$ cat src/rtl/tri_bus_pkg.sv
// -----------------------------------------------------------------------------
// tri_bus_pkg
//   Shared types and helpers for the tri-state bus arbiter slice.
//   - state_t    : arbiter FSM encoding (IDLE / GRANT / TURN)
//   - TURN_CNT_W : width of the turnaround counter
//   - clog2()    : ceiling log2, usable in parameter expressions
// -----------------------------------------------------------------------------
package tri_bus_pkg;

    typedef enum logic [1:0] {
        IDLE  = 2'd0,
        GRANT = 2'd1,
        TURN  = 2'd2
    } state_t;

    localparam int unsigned TURN_CNT_W = 4;

    // Ceiling log2; clog2(0) = clog2(1) = 0.
    function automatic int unsigned clog2(input int unsigned value);
        int unsigned r;
        longint unsigned v;
        r = 0;
        v = 1;
        while (v < longint'(value)) begin
            v = v << 1;
            r++;
        end
        return r;
    endfunction

endpackage

$ cat src/rtl/rr_pick.sv
// -----------------------------------------------------------------------------
// rr_pick
//   Combinational round-robin picker. Searches req upward from last+1 with
//   wrap-around and returns the first set index.
//   Ports:
//     req    [N-1:0]  request vector
//     last   [IW-1:0] index of the previous winner (search starts after it)
//     winner [IW-1:0] selected index (0 when valid is low)
//     valid           at least one request is set
// -----------------------------------------------------------------------------
module rr_pick
    import tri_bus_pkg::*;
#(
    parameter int unsigned N  = 4,
    parameter int unsigned IW = clog2(N)
) (
    input  logic [N-1:0]  req,
    input  logic [IW-1:0] last,
    output logic [IW-1:0] winner,
    output logic          valid
);

    logic [2*N-1:0] req2;
    logic [N-1:0]   rot;
    int unsigned    start;
    logic           found;

    assign req2 = {req, req};

    // Rotate so bit 0 is the master after last, priority-encode, then map the
    // rotated position back with a modulo add (N need not be a power of two).
    always_comb begin
        start  = (32'(last) + 32'd1) % N;
        rot    = N'(req2 >> start);
        valid  = |req;
        winner = '0;
        found  = 1'b0;
        for (int unsigned k = 0; k < N; k++) begin
            if (!found && rot[k]) begin
                found  = 1'b1;
                winner = IW'((start + k) % N);
            end
        end
    end

endmodule

$ cat src/rtl/tri_bus_arbiter.sv
// -----------------------------------------------------------------------------
// tri_bus_arbiter
//   Round-robin owner sequencer for a shared tri-state bus. Exactly one master
//   cluster drives at a time, and every change of owner passes through an
//   all-drivers-off turnaround of TURN_CYCLES cycles followed by one IDLE
//   arbitration cycle.
//   Ports:
//     wb_clk_i   bus clock, rising edge
//     wb_rst_ni  asynchronous active-low reset
//     req_i      per-master level requests
//     gnt_o      registered one-hot grant
//     drv_en_o   per-master buffer enables, gnt_o[i] replicated DATA_WIDTH times
//     owner_o    current owner index (meaningful while busy_o)
//     busy_o     high while a grant is active
//     timeout_o  one-cycle pulse when MAX_HOLD revokes a grant
// -----------------------------------------------------------------------------
module tri_bus_arbiter
    import tri_bus_pkg::*;
#(
    parameter  int unsigned NUM_MASTERS = 4,
    parameter  int unsigned DATA_WIDTH  = 32,
    parameter  int unsigned TURN_CYCLES = 1,
    parameter  int unsigned MAX_HOLD    = 0,
    localparam int unsigned OW          = clog2(NUM_MASTERS)
) (
    input  logic                              wb_clk_i,
    input  logic                              wb_rst_ni,
    input  logic [NUM_MASTERS-1:0]            req_i,
    output logic [NUM_MASTERS-1:0]            gnt_o,
    output logic [NUM_MASTERS*DATA_WIDTH-1:0] drv_en_o,
    output logic [OW-1:0]                     owner_o,
    output logic                              busy_o,
    output logic                              timeout_o
);

    localparam int unsigned HOLD_W = (clog2(MAX_HOLD + 1) > 0) ? clog2(MAX_HOLD + 1) : 1;
    localparam logic [HOLD_W-1:0]     HOLD_LAST = HOLD_W'(MAX_HOLD - 1);
    localparam logic [TURN_CNT_W-1:0] TURN_LAST = TURN_CNT_W'(TURN_CYCLES - 1);
    localparam logic [OW-1:0]         LAST_RST  = OW'(NUM_MASTERS - 1);

    state_t                state;
    logic [OW-1:0]         last;
    logic [HOLD_W-1:0]     hold_cnt;
    logic [TURN_CNT_W-1:0] turn_cnt;
    logic [OW-1:0]         pick;
    logic                  pick_valid;

    rr_pick #(
        .N  (NUM_MASTERS),
        .IW (OW)
    ) u_pick (
        .req    (req_i),
        .last   (last),
        .winner (pick),
        .valid  (pick_valid)
    );

    always_ff @(posedge wb_clk_i or negedge wb_rst_ni) begin
        if (!wb_rst_ni) begin
            state     <= IDLE;
            last      <= LAST_RST;
            hold_cnt  <= '0;
            turn_cnt  <= '0;
            gnt_o     <= '0;
            owner_o   <= '0;
            busy_o    <= 1'b0;
            timeout_o <= 1'b0;
        end else begin
            timeout_o <= 1'b0;
            case (state)
                IDLE: begin
                    if (pick_valid) begin
                        gnt_o    <= NUM_MASTERS'(1) << pick;
                        owner_o  <= pick;
                        last     <= pick;
                        busy_o   <= 1'b1;
                        hold_cnt <= '0;
                        state    <= GRANT;
                    end
                end
                GRANT: begin
                    // A release takes precedence over the hold limit, so a
                    // master dropping req on its last permitted cycle sees no
                    // timeout pulse.
                    if (!req_i[owner_o]) begin
                        gnt_o    <= '0;
                        busy_o   <= 1'b0;
                        turn_cnt <= '0;
                        state    <= TURN;
                    end else if ((MAX_HOLD != 0) && (hold_cnt == HOLD_LAST)) begin
                        gnt_o     <= '0;
                        busy_o    <= 1'b0;
                        turn_cnt  <= '0;
                        timeout_o <= 1'b1;
                        state     <= TURN;
                    end else if (hold_cnt != '1) begin
                        hold_cnt <= hold_cnt + 1'b1;
                    end
                end
                TURN: begin
                    if (turn_cnt == TURN_LAST) begin
                        state <= IDLE;
                    end else begin
                        turn_cnt <= turn_cnt + 1'b1;
                    end
                end
                default: begin
                    gnt_o  <= '0;
                    busy_o <= 1'b0;
                    state  <= IDLE;
                end
            endcase
        end
    end

    // Enables are a pure fan-out of the grant register.
    for (genvar i = 0; i < NUM_MASTERS; i++) begin : g_drv
        assign drv_en_o[i*DATA_WIDTH +: DATA_WIDTH] = {DATA_WIDTH{gnt_o[i]}};
    end

endmodule

$ cat config.mk
export PLATFORM = sky130hd
export DESIGN_NAME = tri_bus_arbiter
export DESIGN_NICKNAME = d
export VERILOG_FILES = /design/src/rtl/tri_bus_pkg.sv /design/src/rtl/rr_pick.sv /design/src/rtl/tri_bus_arbiter.sv
export SDC_FILE = /design/constraint.sdc
export NUM_CORES = 1
export LEC_CHECK = 0
export BUFFER_PORTS_ARGS = -buffer_cell sky130_fd_sc_hd__clkbuf_2
export CORE_UTILIZATION = 37
export CTS_BUF_LIST = sky130_fd_sc_hd__clkbuf_4
export DETAILED_ROUTE_END_ITERATION = 10
export PLACE_DENSITY = 0.8
export RECOVER_POWER = 100
export SETUP_SLACK_MARGIN = 0.02
export SLEW_MARGIN = 20
export SYNTH_ARGS = -nofsm -noshare
export SYNTH_HDL_FRONTEND = slang
export SYNTH_SLANG_ARGS = --single-unit
$ cat constraint.sdc
create_clock -name wb_clk_i -period 1.7 [get_ports wb_clk_i]
set_input_delay 0.34 -clock wb_clk_i [delete_from_list [all_inputs] [get_ports wb_clk_i]]
set_output_delay 0.34 -clock wb_clk_i [all_outputs]
set_load 0.03 [all_outputs]
# Word-level counts from Yosys, hierarchy flattened
# Index checks and enable logic that the tools add are counted.
classes:
  add_sub_neg: 5
  multipliers: 0
  div: 0
  n_lt_le_gt_ge: 1
  eq_ne: 6
  shift: 2
  mux: 21
  bitwise_logic: 1
  n_reduce_logical: 14
ops:
  columns: ["op", "count"]
  rows:
  - ["2-bit 2-to-1 mux", 7]
  - ["4-bit 2-to-1 mux", 3]
  - ["4-bit case mux with 3 select lines", 1]
  - ["3-bit AND reduction", 3]
  - ["2-bit != test, second input constant", 4]
  - ["4-bit case mux with 2 select lines", 1]
  - ["8-bit by 2-bit right shift with 4-bit output", 1]
  - ["1-bit 2-to-1 mux", 6]
  - ["2-bit case mux with 3 select lines", 1]
  - ["2-bit by 1-bit adder with 2-bit output, second input constant", 2]
  - ["2-bit adder, second input constant", 2]
  - ["4-bit by 1-bit adder with 4-bit output, second input constant", 1]
  - ["4-bit zero test", 1]
  - ["4-bit OR reduction", 1]
  - ["1-bit by 2-bit << shifter with 4-bit output, first input constant", 1]
  - ["1-bit logical AND", 3]
  - ["1-bit zero test", 3]
  - ["2-bit by 3-bit < comparator with 1-bit output, second input constant", 1]
  - ["1-bit case mux with 3 select lines", 1]
  - ["1-bit binary-select mux with 2-bit select", 1]
  - ["2-bit by 1-bit equality test with 1-bit output, second input constant", 1]
  - ["2-bit equality test, second input constant", 1]
  - ["2-bit zero test", 1]
  - ["2-bit AND reduction", 1]
  - ["2 further kinds", 2]
word_totals:
  reg_bits: 15
  latchBits: 0
  ramBits: 0
  rom_bits: 0
  inputBits: 6
  output_inout_bits: 136
  word_cells: 56
  memories: 0

# Depth between registers and ports, before layout
depth:
  ltp_word: 15
  ltp_mapped: 6
  mapped_depth_nobuf: 6

# Modules after synthesis
# A second synthesis with hierarchy kept.
hier_totals:
  hier_cells: 214
  area_unflattened_um2: 1799.2
modules_own_cells:
  columns: ["mod", "instances", "cells_per_inst", "area_per_inst_um2", "seq_area_each_um2"]
  rows:
  - ["tri_bus_arbiter", 1, 200, 1717.9, 377.9]
  - ["rr_pick", 1, 14, 81.3, 0.0]

# Least setup slack after synthesis
# OpenSTA, ideal clock, no wires.
synth_timing:
  path_type: "register -> register"
  start: "register owner_o[0]"
  end: "register gnt_o[0]"
  setup_ps: 120
  t_arrival_ps: 1677
  slack_ps: -96
  stages_incl_launch_ff: 5
  n_path_buf: 0
  period_less_slack_ps: 1796
  path_cell_list: "dfrtp_1 -> mux4_2 -> a21o_1 -> and3_1 -> a31o_1"
synth_between:
  elab_chain_cells: 4
synth_lines:
  columns: ["element", "line", "source"]
  rows:
  - ["from (decl)", "tri_bus_arbiter.sv:31", "output logic [OW-1:0] owner_o,"]
  - ["from (signal assigned)", "tri_bus_arbiter.sv:74", "owner_o <= pick;"]
  - ["1-bit binary-select mux with 2-bit select", "tri_bus_arbiter.sv:85", "if (!req_i[owner_o]) begin"]
  - ["1-bit 2-to-1 mux (not written as such)", "tri_bus_arbiter.sv:85", null]
  - ["2-bit != test (no source line)", null, null]
  - ["3-bit AND reduction (no source line)", null, null]
  - ["to (signal assigned)", "tri_bus_arbiter.sv:73", "gnt_o <= NUM_MASTERS'(1) << pick;"]
  - ["to (decl)", "tri_bus_arbiter.sv:29", "output logic [NUM_MASTERS-1:0] gnt_o,"]
# No other way between the ends. The select of a mux whose other input is x is not followed.
# A chain may end at the register's enable or synchronous reset.

# Worst setup path after layout
layout_timing:
  start: "register owner_o[0]"
  end: "register turn_cnt[1]"
layout_between:
  elab_chain_cells: 4
layout_lines:
  columns: ["element", "line", "source"]
  rows:
  - ["1-bit binary-select mux with 2-bit select", "tri_bus_arbiter.sv:85", null]
  - ["1-bit 2-to-1 mux (not written as such)", "tri_bus_arbiter.sv:85", null]
  - ["2-bit != test (no source line)", null, null]
  - ["3-bit AND reduction (no source line)", null, null]
  - ["to (signal assigned)", "tri_bus_arbiter.sv:104", "turn_cnt <= turn_cnt + 1'b1;"]
  - ["to (decl)", "tri_bus_arbiter.sv:44", "logic [TURN_CNT_W-1:0] turn_cnt;"]
# No other way between the ends. The select of a mux whose other input is x is not followed.

==> metrics.txt <==
number of antenna violations at the first check in global routing 0; Slew @ Worst Pin 0.817 ns; fin worst setup slack 0.106 ns; area inside the core boundary 0.00444 mm^2; endpoint class of the critical path register; first-pass detailed-route iteration total 7; start point of the worst hold path last[0]; clock tree from TritonCTS yes; Mean Syn Cell Area 8.44 um^2; clk buf depth 2; master cell of the clock root buffer clkbuf_4; kind of critical path register to register; run status finished, violations left; worst slew margin relative to its limit 45.6%; post-CTS setup buffer count 0; sequential element share of the synthesized area 21.6%; clock network latency to the later pin of the worst-skew pair 0.29 ns; width of the die 70.7 um; GR Overflow Total 0; Avg WL per Cell 9.33 um; final sum of negative setup slack 0 ns; count of warnings emitted by yosys 0; final critical-path required period 1.59 ns; final worst path period share 93.8%; violations in the final reports DRC; Finished Layout Cells 282; number of buffers created by CTS 3; Inst Count DP 277; Post-Syn Area 0.00175 mm^2; vias in the first global route 771; total number of placement rows 24; number of levels the H-tree was split into 1; vias after detailed routing 1103; slack of the worst reg-to-reg path 0.11 ns; Vias/cell 3.91; Unique masters post-synth 34; #FFs+latches synth 15; Post-Route WL 2630 um; initial standard-cell utilization of the core 39.3%; R2R cell count 4; total of buffers placed on input and output ports 140; endpoints failing setup 0; remaining antenna violation count 0; clk slew on worst S/H paths 0.09 ns; number of cells traversed by the worst hold path 2; unrepaired setup endpoints after global routing false; final hold violation count 0; number of antenna repair diodes 0; final layout net count 239; share of the core filled with cells 36.6%; number of max-slew violations in the final report 0; kind of path behind the tightest hold check register to register; clock sinks 15; max-capacitance violation count 0; highest net fanout along the worst path 4; arrival time of data at the critical path endpoint 1.76 ns; share of cells above drive strength 1 63.0%; DIE AREA 0.00500 mm^2; reg-to-reg startpoint owner_o[0]; Crit Reg-Reg Endpoint turn_cnt[1]; Setup Skew 0.00794 ns; first-pass GRT wire length 3730 um; fmax 0.627 GHz; crit path cell chain mux4_2 -> clkbuf_1 -> nor3_1 -> o22ai_1; number of DRC markers after the initial detailed-route iteration 45; RePlAce Congestion 0.779; post-placement setup slack 0.0261 ns; critical path's largest stage delay 0.52 ns; Mapped Nets 215; startpoint type of the worst setup path register; y dimension of the die 70.7 um; Bufs and invs on worst path 1; I/O pin cnt 142; post-DP HPWL 2120 um; CP max-delay cell mux4_2; Req. time, crit path 1.87 ns; Syn Inst Count 207; Hold Path End last[0]; gr usage total 9.13%; pin count of the biggest net entering global routing 34; kind of cell adding the most delay to the critical path multiplexers; area delta synth->final -6.88%; DRC 16
how the worst max path moves through the flow:
| stage | start | endpoint | cells after the start |
|---|---|---|---|
| after floorplan | owner_o[0] | gnt_o[0] | 4 |
| after global placement | req_i[3] | turn_cnt[1] | 5 |
| after detailed placement | req_i[3] | turn_cnt[1] | 5 |
| after CTS | gnt_o[2] | drv_en_o[90] | 2 |
| after global routing | gnt_o[3] | drv_en_o[121] | 2 |
| final | owner_o[0] | turn_cnt[1] | 4 |
metrics by stage:
| step | cell area [um^2] | hold slack, ns |
|---|---|---|
| after floorplan | 1750 | 0.0444 |
| after global placement | 1610 | 0.262 |
| after detailed placement | 1610 | 0.273 |
| after CTS | 1650 | 0.513 |
| after global routing | 1630 | 0.558 |
| final | 1630 | 0.529 |
worst register-to-register path: stages, from the launching register on:
cell and delay, ns:
dfrtp_2 0.40, mux4_2 0.52, clkbuf_1 0.16, nor3_1 0.28, o22ai_1 0.13
cells in the mapped netlist:
| master | number | area (um^2) |
|---|---|---|
| o21bai_1 | 1 | 7.51 |
| a31o_1 | 1 | 8.76 |
| buf_2 | 1 | 5.00 |
| o2bb2ai_1 | 1 | 8.76 |
| nor3b_1 | 1 | 7.51 |
| o22ai_1 | 1 | 6.26 |
| nor2_1 | 4 | 15.0 |
| nand2_1 | 5 | 18.8 |
| dfstp_2 | 2 | 52.6 |
| nor3_2 | 1 | 10.0 |
| nand3_1 | 2 | 10.0 |
| o211ai_1 | 1 | 7.51 |
| xor2_1 | 2 | 17.5 |
| nor2b_1 | 2 | 12.5 |
| and3_1 | 1 | 6.26 |
| dfrtp_1 | 13 | 325 |
| nor4_1 | 1 | 6.26 |
| a21o_1 | 4 | 30.0 |
| mux2i_1 | 1 | 10.0 |
| nor3_1 | 3 | 15.0 |
| a21oi_1 | 6 | 30.0 |
| ha_1 | 2 | 25.0 |
| o21ai_0 | 4 | 20.0 |
| mux4_2 | 1 | 22.5 |
| conb_1 | 1 | 3.75 |
| a32o_2 | 1 | 11.3 |
| o31ai_1 | 2 | 15.0 |
| or3_1 | 1 | 6.26 |
| or2_2 | 2 | 12.5 |
| nand4_1 | 1 | 6.26 |
| inv_1 | 5 | 18.8 |
| nand2b_1 | 3 | 18.8 |
| a21boi_1 | 1 | 7.51 |
| buf_4 | 129 | 968 |
what timing repair did:
action	in CTS	in global routing
hold buffers	1	0
gates resized for setup	0	0
endpoints found under the hold margin	13	0
layout by cell type (no fill, tap or decap), drive strengths merged:
cell type / count
a21boi: 1
a21o: 4
a21oi: 6
a31o: 1
a32o: 1
and3: 1
buf: 4
clkbuf: 147
clkinv: 1
conb: 1
dfrtp: 13
dfstp: 2
dlygate4sd3: 1
ha: 2
inv: 5
mux2i: 1
mux4: 1
nand2: 5
nand2b: 3
nand3: 2
nand4: 1
nor2: 4
nor2b: 2
nor3: 4
nor3b: 1
nor4: 1
o211ai: 1
o21ai: 4
o21bai: 1
o22ai: 1
o2bb2ai: 1
o31ai: 2
or2: 2
or3: 1
xor2: 2
registers in the layout, summed over array words and instances (netlist names):
name / flops
gnt_o: 4
state: 2
owner_o: 2
turn_cnt: 4
last: 2
busy_o: 1
area by class of cell:
class | instances | area (um^2)
Clock buffer | 3 | 22.5
Sequential cell | 15 | 379
Clock inverter | 1 | 5.00
Tap cell | 52 | 65.1
Multi-Input combinational cell | 57 | 372
Timing Repair Buffer | 149 | 764
Fill cell | 487 | 2820
Inverter | 5 | 18.8
routing by layer:
| layer | vias up | wire length [um] | GRT usage, % |
|---|---|---|---|
| met3 | 0 | 145 | 2.71 |
| met4 | 0 | 0 | 1.33 |
| met2 | 41 | 1370 | 15.3 |
| li1 | 581 | - | - |
| met5 | - | 0 | 0 |
| met1 | 481 | 1110 | 11.9 |
kinds of logic (layout without fill, tap and decap cells):
kind of cell / Yosys count / after routing / synth area share [%]
flops: 15 / 15 / 21.6
mux: 2 / 2 / 1.86
xor+xnor: 2 / 2 / 1.00
compound gates: 23 / 23 / 8.74
simple gates: 27 / 27 / 8.31
fa+ha+maj: 2 / 2 / 1.43
other cells: 1 / 1 / 0.215
buf+inv: 135 / 158 / 56.8
Power is not shown: default switching activity piles up to over one toggle a cycle in this logic, so the estimate is an artifact.
